$ cat src/rtl/instr_fetch_decode_pkg.sv
// Shared opcode constants, instruction field positions and FSM encoding
// for the fetch/decode front end. No logic, so no latency.
// No flow control lives here.
package instr_fetch_decode_pkg;

    // Opcode field position inside the 32-bit instruction word
    localparam int OPCODE_HI = 31;
    localparam int OPCODE_LO = 26;
    localparam int OPCODE_W  = OPCODE_HI - OPCODE_LO + 1;

    // Opcodes the control ROM implements; everything else is illegal
    localparam logic [OPCODE_W-1:0] OP_4  = 6'd4;
    localparam logic [OPCODE_W-1:0] OP_5  = 6'd5;
    localparam logic [OPCODE_W-1:0] OP_11 = 6'd11;
    localparam logic [OPCODE_W-1:0] OP_12 = 6'd12;
    localparam logic [OPCODE_W-1:0] OP_15 = 6'd15;
    localparam logic [OPCODE_W-1:0] OP_24 = 6'd24;
    localparam logic [OPCODE_W-1:0] OP_36 = 6'd36;
    localparam logic [OPCODE_W-1:0] OP_60 = 6'd60;

    // Front-end sequencing states
    typedef enum logic [1:0] {
        ST_RESET = 2'd0,
        ST_FETCH = 2'd1,
        ST_ISSUE = 2'd2
    } state_e;

endpackage

$ cat src/rtl/instr_fetch_decode_opcode_onehot_enc.sv
// Opcode to one-hot decoder masked by the supported opcode set.
// Purely combinational, zero latency.
// No flow control; output follows the input opcode.
module opcode_onehot_enc
    import instr_fetch_decode_pkg::*;
(
    input  logic [OPCODE_W-1:0] opcode,
    output logic [63:0]         onehot,
    output logic                legal
);

    // Illegal opcodes decode to an all-zero vector so the ROM sees no line
    always_comb begin
        legal  = 1'b0;
        onehot = '0;
        case (opcode)
            OP_4, OP_5, OP_11, OP_12, OP_15, OP_24, OP_36, OP_60: legal = 1'b1;
            default:                                               legal = 1'b0;
        endcase
        if (legal) begin
            onehot[opcode] = 1'b1;
        end
    end

endmodule

$ cat src/rtl/instr_fetch_decode.sv
// Fetch/decode front end: req/ack fetch from imem, one-hot opcode out on valid/ready.
// Latency: dec_valid rises the edge after imem_ack; best case 2 cycles per instruction.
// Backpressure: dec_onehot held stable while dec_ready is low; no new fetch until handshake.
module instr_fetch_decode
    import instr_fetch_decode_pkg::*;
#(
    parameter int                ADDR_W   = 16,
    parameter int                TIMEOUT  = 15,
    parameter logic [ADDR_W-1:0] RESET_PC = '0
) (
    input  logic              clk,
    input  logic              rst_n,
    output logic              imem_req,
    output logic [ADDR_W-1:0] imem_addr,
    input  logic              imem_ack,
    input  logic [31:0]       imem_rdata,
    output logic [63:0]       dec_onehot,
    output logic              dec_valid,
    input  logic              dec_ready,
    output logic              illegal,
    output logic              fetch_err,
    output logic [15:0]       retired
);

    // Wait counter only has to reach TIMEOUT-1: the TIMEOUT-th unacked
    // cycle is detected while the counter holds TIMEOUT-1.
    localparam int                CNT_W    = (TIMEOUT > 1) ? $clog2(TIMEOUT) : 1;
    localparam logic [CNT_W-1:0]  CNT_LAST = CNT_W'(TIMEOUT - 1);

    state_e              state_q,   state_d;
    logic [ADDR_W-1:0]   pc_q,      pc_d;
    logic                req_q,     req_d;
    logic                valid_q,   valid_d;
    logic [OPCODE_W-1:0] op_q,      op_d;
    logic [CNT_W-1:0]    cnt_q,     cnt_d;
    logic                illegal_q, illegal_d;
    logic                err_q,     err_d;
    logic [15:0]         retired_q, retired_d;

    logic                op_legal;
    logic                unused_rdata_low;

    // Only the opcode field of the fetched word is consumed here
    assign unused_rdata_low = ^imem_rdata[OPCODE_LO-1:0];

    // Decode straight off the opcode register, so dec_onehot only moves
    // on the edge that captures a new word
    opcode_onehot_enc u_enc (
        .opcode (op_q),
        .onehot (dec_onehot),
        .legal  (op_legal)
    );

    // Next-state and registered-output computation for the fetch/issue FSM
    always_comb begin
        state_d   = state_q;
        pc_d      = pc_q;
        req_d     = req_q;
        valid_d   = valid_q;
        op_d      = op_q;
        cnt_d     = cnt_q;
        illegal_d = illegal_q;
        err_d     = err_q;
        retired_d = retired_q;
        case (state_q)
            ST_RESET: begin
                state_d = ST_FETCH;
                req_d   = 1'b1;
                cnt_d   = '0;
            end
            ST_FETCH: begin
                if (req_q && imem_ack) begin
                    // Ack beats a timeout landing in the same cycle
                    op_d    = imem_rdata[OPCODE_HI:OPCODE_LO];
                    cnt_d   = '0;
                    req_d   = 1'b0;
                    valid_d = 1'b1;
                    state_d = ST_ISSUE;
                end else if (cnt_q == CNT_LAST) begin
                    // Give up on this wait, flag it, keep requesting the same PC
                    err_d = 1'b1;
                    cnt_d = '0;
                end else begin
                    cnt_d = cnt_q + CNT_W'(1);
                end
            end
            ST_ISSUE: begin
                if (valid_q && dec_ready) begin
                    pc_d      = pc_q + ADDR_W'(4);
                    retired_d = retired_q + 16'd1;
                    illegal_d = illegal_q | ~op_legal;
                    valid_d   = 1'b0;
                    req_d     = 1'b1;
                    state_d   = ST_FETCH;
                end
            end
            default: begin
                state_d = ST_RESET;
                req_d   = 1'b0;
                valid_d = 1'b0;
            end
        endcase
    end

    // State registers with synchronous active-low reset; reset discards any
    // in-flight fetch or issue without counting it
    always_ff @(posedge clk) begin
        if (!rst_n) begin
            state_q   <= ST_RESET;
            pc_q      <= RESET_PC;
            req_q     <= 1'b0;
            valid_q   <= 1'b0;
            op_q      <= '0;
            cnt_q     <= '0;
            illegal_q <= 1'b0;
            err_q     <= 1'b0;
            retired_q <= '0;
        end else begin
            state_q   <= state_d;
            pc_q      <= pc_d;
            req_q     <= req_d;
            valid_q   <= valid_d;
            op_q      <= op_d;
            cnt_q     <= cnt_d;
            illegal_q <= illegal_d;
            err_q     <= err_d;
            retired_q <= retired_d;
        end
    end

    assign imem_req  = req_q;
    assign imem_addr = pc_q;
    assign dec_valid = valid_q;
    assign illegal   = illegal_q;
    assign fetch_err = err_q;
    assign retired   = retired_q;

endmodule

$ cat config.mk
export PLATFORM = sky130hd
export DESIGN_NAME = instr_fetch_decode
export DESIGN_NICKNAME = d
export VERILOG_FILES = /design/src/rtl/instr_fetch_decode_pkg.sv /design/src/rtl/instr_fetch_decode_opcode_onehot_enc.sv /design/src/rtl/instr_fetch_decode.sv
export SDC_FILE = /design/constraint.sdc
export NUM_CORES = 1
export LEC_CHECK = 0
export CELL_PAD_IN_SITES_DETAIL_PLACEMENT = 1
export CELL_PAD_IN_SITES_GLOBAL_PLACEMENT = 2
export CORE_UTILIZATION = 19
export CTS_CLUSTER_DIAMETER = 120
export CTS_CLUSTER_SIZE = 24
export DETAILED_ROUTE_END_ITERATION = 10
export GPL_ROUTABILITY_DRIVEN = 0
export GPL_TIMING_DRIVEN = 1
export HOLD_SLACK_MARGIN = 0.08
export PLACE_DENSITY_LB_ADDON = 0.1
export SETUP_SLACK_MARGIN = 0.3
export SLEW_MARGIN = 5
export SYNTH_ARGS = -nofsm -noshare
export SYNTH_HDL_FRONTEND = slang
export SYNTH_SLANG_ARGS = --single-unit
$ cat constraint.sdc
create_clock -name clk -period 1.5 [get_ports clk]
set_input_delay 0.3 -clock clk [delete_from_list [all_inputs] [get_ports clk]]
set_output_delay 0.3 -clock clk [all_outputs]
set_load 0.1 [all_outputs]
==> metrics, run 1 <==
pin count of the biggest net entering global routing=36; largest family of logic cells by synthesized area=simple AND/OR/NAND/NOR gates; first-pass GRT wire length=12.8 mm; PD cells=684 nW/um^2; hold endpoint=fetch_err$_SDFFE_PN0P_; clk_skew=9.54 ps; worst path arrival time=1430 ps; synth top area cells=dfxtp_1 (34%), buf_4 (17%), nor2_1 (4.2%); reg2reg path depth=4; Vias per Instance=4.00; status=finished with violations; compound-cell area share of the yosys netlist=7.95%; mapped cell area=2610 sq um; Simple-Gate Fraction of Synth Area=26.1%; R2R setup slack=-20 ps; fin area=4890 sq um; CTS Sinks=45; worst setup path category=register to output pin; wire per inst=12.8 microns; Leak=2.06 nW; antenna violations before repair=0; Req. time, crit path=1200 ps; TritonRoute pass-1 iters=4; Async S/R FF share, synth=0%; register area share after synthesis=34.5%; Num CTS Buffers=5; area share of fa/ha/maj cells after synthesis=1.92%; maximum operating frequency=0.578 GHz; Die H=119 microns; unrepaired setup endpoints after global routing=yes; DP HPWL=5.55 mm; RR Startpoint=retired[7]$_SDFFE_PN0P_; WL final=7.78 mm; Port Buf Inserts=51; clk slew on worst S/H paths=70 ps; CP endpoint kind=output pin; count of final hold-check violations=0; Yosys top cell by area=dfxtp_1; share of the synthesized area in the top cell type=34.5%; mux cell area share after synthesis=3.45%; minimum clock period=1730 ps; CTS tree=yes; VDD IR max=0.000448 V; Clock Path Buffers=2; Yosys reg bits=45; DR iter-0 viols=54; dpl cell area=4050 sq um; core area=13300 sq um; total global-route track usage=11.4%; die area=14200 sq um; Hold Crit Depth=1; vias=2434; # nets final=472; worst reg2reg path endpoint=retired[13]$_SDFFE_PN0P_; most frequent cell after synthesis=buf_4; Setup-failing EPs final=9; Gate Count Post-Synth=311; XOR/XNOR share of the synthesized area=5.70%; top flip-flop cell by instance count after synthesis=dfxtp_1; Final ANT Viol Nets=0; clock latency on the worst-skew pair=290 ps; ANT cells=0; Mean Syn Cell Area=8.40 sq um; worst setup margin=-229 ps; Synth cell types=42; Remaining DRCs=0; IO Pins=136; Std-Cell Rows=42; Initial Utilization=19.6%; Max Cap Viol=0; failing checks=negative setup slack; hold buffers post-CTS=0; vias in the first global route=2479; crit start category=register; share of cells above drive strength 1=54.6%; CP max FO=4; H-tree depth=2; final total power=3.34 mW; Root Driver=clkbuf_16; total grt overflow=0; commonest cells in the synthesized netlist=buf_4 (58), dfxtp_1 (45), nor2_1 (29); hold_sp=fetch_err$_SDFFE_PN0P_; die width=119 microns; Tcrit/Tclk final=115%; Post-synth EDFFs=0; Final Slew Violations=0; P&R area growth vs syn=87.2%; class of the worst hold path=register to register; Yosys warning count=0
[worst max-delay path, stage by stage, from the launching register on]
cell	delay, ps
dfxtp_2	350
nor2b_4	180
nand2_2	70
nor4_4	320
buf_12	220
[flip-flops by register name, summed over array words and instances, names as in the netlist]
signal,cells
dec_valid,1
retired,16
illegal,1
cnt_q,4
imem_req,1
fetch_err,1
imem_addr,14
state_q,1
op_q,6
[per-layer routing]
metal	vias to the layer above	global-route usage [%]	routed length, microns
li1	1198	-	-
met1	1168	13.1	3210
met2	62	20.5	4160
met3	6	3.16	329
met4	0	2.85	78
met5	-	0	0
[placed cells by master, fill, tap and decap left out, types with 4 or more instances in the layout]
cell              n
nor3_4            4
buf_6            29
clkbuf_16         5
xor2_1            8
xnor2_1           5
buf_12           45
conb_1           58
dfxtp_2          11
nand4_1           8
xnor2_2           4
clkdlybuf4s50_1   8
a21oi_2          11
nand3_2           6
o21ai_0           9
inv_1             6
dfxtp_4          31
or3_1             7
nand2_1          12
a21oi_1           7
mux2i_1           9
buf_4            40
nor2_1           24
nand2_2           5
nor4_4            4
[metrics by stage]
step / TNS [ps] / hold slack (ps) / setup WS [ps] / utilization (%) / cells
floorplan: -2970 / 444 / -469 / - / 368
global placement: -9400 / 477 / -474 / 30.4 / 563
detailed placement: -10330 / 488 / -513 / 30.4 / 563
CTS: -1800 / 506 / -260 / 34.6 / 594
global route: -2280 / 528 / -296 / 36.6 / 608
finish: -1660 / 498 / -229 / 36.6 / 608
[repair_timing]
item	in CTS	in global routing
hold endpoints to repair	0	0
setup endpoints to repair	62	68
pin swaps	26	28
setup buffers	24	14
gates resized for setup	52	47
[how the worst max path moves through the flow]
| stage | cells after the start | endpoint | slack [ps] | start |
|---|---|---|---|---|
| floorplan | 3 | dec_onehot[5] | -470 | op_q[2]$_SDFFE_PN0P_ |
| global placement | 6 | retired[13]$_SDFFE_PN0P_ | -470 | dec_ready |
| finish | 4 | dec_onehot[5] | -230 | op_q[2]$_SDFFE_PN0P_ |
| global route | 3 | dec_onehot[5] | -300 | op_q[0]$_SDFFE_PN0P_ |
| detailed placement | 6 | retired[13]$_SDFFE_PN0P_ | -510 | dec_ready |
| CTS | 4 | dec_onehot[5] | -260 | op_q[2]$_SDFFE_PN0P_ |
[logic make-up after synthesis]
kind of cell	count (synthesis)
other	1
AO/OA/AOI/OAI	37
adder cells (fa/ha/maj)	4
AND/OR/NAND/NOR	121
XOR/XNOR	17
multiplexers	9
buffers and inverters	77
flip-flops	45
[power breakdown]
| part | switching [mW] | internal [mW] |
|---|---|---|
| Clock | 0.488 | 0.655 |
| Sequential | 0.0214 | 1.17 |
| Combinational | 0.830 | 0.183 |
| Total | 1.34 | 2.00 |
[area by class of cell]
class,instances,area (sq um)
clock inverters,1,7.51
clock buffers,6,139
well taps,176,220
inverters,8,30.0
fillers,1508,8460
repair buffers,126,1660
flip-flops and latches,45,1030
multi-input cells,246,1800
Power figures use the tool's default switching activity.
==> inputs of run 2 (changes only) <==
ABC_CLOCK_PERIOD_IN_PS = 1500   (was not set)
CORE_UTILIZATION = 28   (was 19)
DONT_BUFFER_PORTS = 1   (was not set)
==> run 2 against run 1 <==
Compared with the run above:
- the run still ends with negative setup slack left
- count of clock-buffer cells in the layout grew 1
- hold slack worse by 370 ps
- core utilization is 14 points higher
- sequential share of layout area grew 1.8 points
- global-route usage up 3.6 points
- first-iteration DRC count shrank 41%
- combinational power decreased by 4%
- worst setup slack better by 22 ps
- critical endpoint unchanged
- largest cell class unchanged
- largest power group unchanged
==> metrics, run 2 (synthesis gave the netlist of run 1 again) <==
Vias per Instance=4.61 (+15%); DP HPWL=4.87 mm (-12%); # nets final=446 (-5.5%); Tcrit/Tclk final=114% (-1.5 points); Post-Layout Cell Count=515 (-15%); first-pass GRT wire length=11.8 mm (-7.9%); Final Slew Violations=0 (unchanged); worst setup path category=register to output pin; Die H=98.6 microns (-17%); RR Startpoint=imem_req$_SDFFE_PN0P_; total global-route track usage=15.0% (+3.6 points); Leak=1.94 nW (-6.1%); Final ANT Viol Nets=0 (unchanged); count of final hold-check violations=0 (unchanged); Cells after DPL=468 (-17%); status=finished with violations; Critical path destination=dec_onehot[5]; failing checks=negative setup slack; CP max FO=4 (unchanged); total grt overflow=0 (unchanged); wire per inst=14.1 microns (+10%); Remaining DRCs=0 (unchanged); Setup-failing EPs final=10 (+1); ANT cells=0 (unchanged); maximum operating frequency=0.586 GHz (+1.3%); Port Buf Inserts=0 (-100%); worst hold slack=125 ps (-373 ps); Req. time, crit path=1200 ps (about the same); clk_skew=6.60 ps (-2.93 ps); max FFs per register=16 (unchanged); H-tree depth=2 (unchanged); share of cells above drive strength 1=55.3% (+0.65 points); commonest non-fill, non-tap cells in the layout=conb_1 (58), buf_12 (36), dfxtp_4 (34), buf_4 (34); P&R area growth vs syn=73.5%; CP endpoint kind=output pin; Initial Utilization=29.4% (+9.8 points); vias in the first global route=2340 (-5.6%); worst setup margin=-207 ps (+22.5 ps); clk slew on worst S/H paths=80 ps (about the same); die area=9720 sq um (-32%); hold buffers post-CTS=0 (unchanged); pin count of the biggest net entering global routing=36 (unchanged); unrepaired setup endpoints after global routing=yes; Num CTS Buffers=5 (unchanged); VDD IR max=0.000375 V (-16%); TritonRoute pass-1 iters=4 (unchanged); antenna violations before repair=0 (unchanged); die width=98.6 microns (-17%); crit start category=register; class of the worst hold path=input pin to register; minimum clock period=1710 ps (-22.5 ps); CTS Sinks=45 (unchanged); post-layout util=51.0% (+14 points); worst reg2reg path endpoint=imem_addr[14]$_SDFFE_PN0P_; R2R setup slack=-50 ps (-30 ps); vias=2376 (-2.4%); core area=8890 sq um (-33%); Max Cap Viol=0 (unchanged); reg2reg path depth=5 (+1); clock latency on the worst-skew pair=290 ps (about the same); Clock Path Buffers=2 (unchanged); worst path arrival time=1410 ps (-20 ps); commonest non-fill, non-tap cell in the layout=conb_1; Root Driver=clkbuf_8; PD cells=685 nW/um^2 (+0.22%); CP startpoint=op_q[2]$_SDFFE_PN0P_; IO Pins=136 (unchanged); WL final=7.26 mm (-6.7%); Std-Cell Rows=34 (-19%); DR iter-0 viols=32 (-41%); CTS tree=yes
## run 2: cell types whose count changed in the layout (fill, tap and decap cells not counted), moves of 5 or more
cell	before	now
buf_12	45	36
clkbuf_16	5	0
clkdlybuf4s50_1	8	0
clkbuf_8	1	6
buf_4	40	34
buf_6	29	24
## run 2: power by group
| group | internal (mW) | leakage [nW] | total [mW] | switching (mW) |
|---|---|---|---|---|
| sequential | 1.16 | 0.394 | 1.18 | 0.0237 |
| clock | 0.544 | 0.0585 | 0.952 | 0.409 |
| combinational | 0.150 | 1.48 | 0.968 | 0.818 |
| total | 1.85 | 1.94 | 3.10 | 1.25 |
## run 2: worst min-delay path by stage
stage / from / endpoint / depth (start not counted)
final: rst_n / fetch_err$_SDFFE_PN0P_ / 1
after global routing: rst_n / illegal$_SDFFE_PN0P_ / 1
after CTS: rst_n / fetch_err$_SDFFE_PN0P_ / 1
after detailed placement: rst_n / fetch_err$_SDFFE_PN0P_ / 1
after global placement: rst_n / fetch_err$_SDFFE_PN0P_ / 1
after floorplan: imem_rdata[28] / op_q[2]$_SDFFE_PN0P_ / 2
## run 2: worst max-delay path, stage by stage, from the launching register on
cell	delay (ps)
dfxtp_4	360
nor2b_4	170
nand2_2	70
nor4_4	300
buf_12	210
## run 2: through the flow
| step | TNS (ps) | setup slack, ps | power (mW) | cell area, sq um |
|---|---|---|---|---|
| after detailed placement | -64.1 | -42.4 | 2.09 | 3320 |
| after global routing | -2090 | -286 | 3.24 | 4530 |
| after global placement | -5.16 | -5.16 | 2.09 | 3320 |
| after floorplan | -2970 | -469 | 2.15 | 3140 |
| after CTS | -1420 | -225 | 3.12 | 4110 |
| final | -1420 | -207 | 3.10 | 4530 |
## run 2: timing repair
| action | 4_1_cts | 5_1_grt |
|---|---|---|
| setup buffers | 26 | 13 |
| endpoints found under the setup margin | 83 | 82 |
| pin swaps | 22 | 29 |
| gates resized for setup | 119 | 75 |
## run 2: final cells by class
class	instances	area, sq um
well taps	108	135
flip-flops and latches	45	1040
clock inverters	1	30.0
multi-input cells	246	1870
repair buffers	100	1340
fillers	952	4360
clock buffers	7	86.3
inverters	8	35.0
## run 2: per-layer routing
metal / GRT usage, % / up-vias / share of wire [%]
met5: 0 / - / 0
met4: 3.44 / 0 / 0.95
met3: 2.84 / 6 / 4.0
met2: 26.4 / 69 / 53
met1: 18.9 / 1160 / 42
li1: - / 1141 / -
==> inputs of run 3 (changes only) <==
ABC_CLOCK_PERIOD_IN_PS = 1650   (was 1500)
clock period = 1.65 ns   (was 1.5 ns; I/O delays follow)
==> run 3 against run 2 <==
Compared with the run above:
- the flow still finishes with violations (negative setup slack)
- combinational power fell by 10%
- via count fell by 4.5%
- power fell by 9.9%
- wire length fell by 6.3%
- core utilization fell by 7.9 points
- clock skew rose by 2.6 ps
- global-route usage fell by 0.94 points
- sequential power fell by 8%
- sequential cell count did not move
- count of clock-buffer cells in the layout fell by 1
- hold slack improved by 19 ps
- final area fell by 15%
- critical endpoint is now dec_onehot[24]
==> metrics, run 3 (synthesis gave the netlist of run 1 again) <==
status=finished with violations; failing checks=negative setup slack; clock latency on the worst-skew pair=300 ps (about the same); DR iter-0 viols=25 (-22%); max FFs per register=16 (unchanged); Die H=98.6 microns (unchanged); Tcrit/Tclk final=106%; WL final=6.80 mm (-6.3%); worst path arrival time=1420 ps (about the same); clk_skew=9.22 ps (+2.61 ps); ANT cells=0 (unchanged); commonest non-fill, non-tap cells in the layout=conb_1 (58), buf_4 (39), dfxtp_4 (30); CTS Sinks=45 (unchanged); class of the worst hold path=input pin to register; CP max FO=4 (unchanged); clk slew on worst S/H paths=90 ps (about the same); Setup-failing EPs final=6 (-4); Final ANT Viol Nets=0 (unchanged); DP HPWL=4.69 mm (-3.6%); Root Driver=clkbuf_8; crit start category=register; die width=98.6 microns (unchanged); vias=2269 (-4.5%); worst hold slack=144 ps (+18.8 ps); Max Cap Viol=0 (unchanged); Pint=1.64 mW (-12%); Sw Share=41.4% (+1.1 points); highest-delay cell along the critical path=or3_4; antenna violations before repair=0 (unchanged); # nets final=424 (-4.9%); CTS tree=yes; dpl cell area=3200 sq um (-3.7%); area occupied by multi-input gates=1730 sq um (-7.6%); Leak=1.63 nW (-16%); P_sw=1.16 mW (-7.4%); total grt overflow=0 (unchanged); Post-Layout Cell Count=493 (-4.3%); Remaining DRCs=0 (unchanged); Clock Path Buffers=2 (unchanged); VDD IR max=0.000338 V (-9.9%); Final Slew Violations=0 (unchanged); minimum clock period=1750 ps; CP peak stage delay=390 ps (+30 ps); total negative slack=-317 ps (+1100 ps); wire per inst=13.8 microns (-2.2%); count of final hold-check violations=0 (unchanged); vias in the first global route=2068 (-12%); Comb power frac=31.0% (-0.2 points); first-pass GRT wire length=10.7 mm (-8.6%); IO Pins=136 (unchanged); TritonRoute pass-1 iters=4 (unchanged); die area=9720 sq um (unchanged); final total power=2.80 mW (-9.9%); CP Cell Sequence=or3_4 -> nor3_4 -> buf_12; P&R area growth vs syn=46.8%; worst setup path category=register to output pin; Cells after DPL=456 (-2.6%); total global-route track usage=14.0% (-0.94 points); commonest non-fill, non-tap cell in the layout=conb_1; Std-Cell Rows=34 (unchanged); CP endpoint kind=output pin; H-tree depth=2 (unchanged); post-layout util=43.1% (-7.9 points); Reg power frac=38.7% (+0.5 points); fin area=3830 sq um (-15%); Vias per Instance=4.60 (-0.24%); worst setup margin=-103 ps (+104 ps); Req. time, crit path=1320 ps (+120 ps); clock share of power=30.2% (-0.5 points); Port Buf Inserts=0 (unchanged); pin count of the biggest net entering global routing=24 (-33%); register area=1020 sq um (-1.6%); pre-CTS WS=35.2 ps (+77.6 ps); Initial Utilization=29.4% (unchanged); unrepaired setup endpoints after global routing=yes; maximum operating frequency=0.571 GHz; filler cell count=1036 (+8.8%); Num CTS Buffers=5 (unchanged); share of cells above drive strength 1=45.7% (-9.6 points); PD cells=730 nW/um^2 (+6.5%); core area=8890 sq um (unchanged)
run 3: per-layer routing:
layer	track usage, %	vias up	wire, microns
li1	-	1104	-
met1	18.2	1091	3180
met2	23.3	68	3240
met3	2.84	6	291
met4	4.82	0	96
met5	0	-	0
run 3: final timing paths:
kind                               start  cells after the start                        end  slack, ps
setup / recovery    op_q[1]$_SDFFE_PN0P_                      3             dec_onehot[24]       -100
hold / removal                     rst_n                      2  imem_addr[8]$_SDFFE_PN0P_        140
setup reg to reg   imem_req$_SDFFE_PN0P_                      5   retired[13]$_SDFFE_PN0P_        130
hold reg to reg   fetch_err$_SDFFE_PN0P_                      1     fetch_err$_SDFFE_PN0P_        480
run 3: layout make-up:
| cell class | instances | area share (%) |
|---|---|---|
| tap | 108 | 3.53 |
| inverter | 8 | 0.784 |
| clock buffer | 6 | 1.89 |
| clock inverter | 2 | 0.881 |
| timing repair buffer | 77 | 21.2 |
| sequential | 45 | 26.7 |
| multi-input combinational | 247 | 45.1 |
run 3: what timing repair did:
action	in CTS	in global routing
gates resized for setup	38	41
setup endpoints to repair	35	50
cloned	1	0
pin swaps	21	31
hold buffers	0	0
buffers inserted	17	11
run 3: worst max-delay path: cells and delay by family (launching register included):
kind	cells	cell delay [ps]
AND/OR/NAND/NOR	2	560
buffers and inverters	1	200
flip-flops	1	370
run 3: power groups by stage:
stage	Clock, mW	Combinational, mW	Sequential, mW
after global placement	0	0.768	1.12
after global routing	0.927	0.896	1.09
after floorplan	0	0.800	1.15
final	0.846	0.868	1.08
after detailed placement	0	0.772	1.12
after CTS	0.899	0.825	1.08
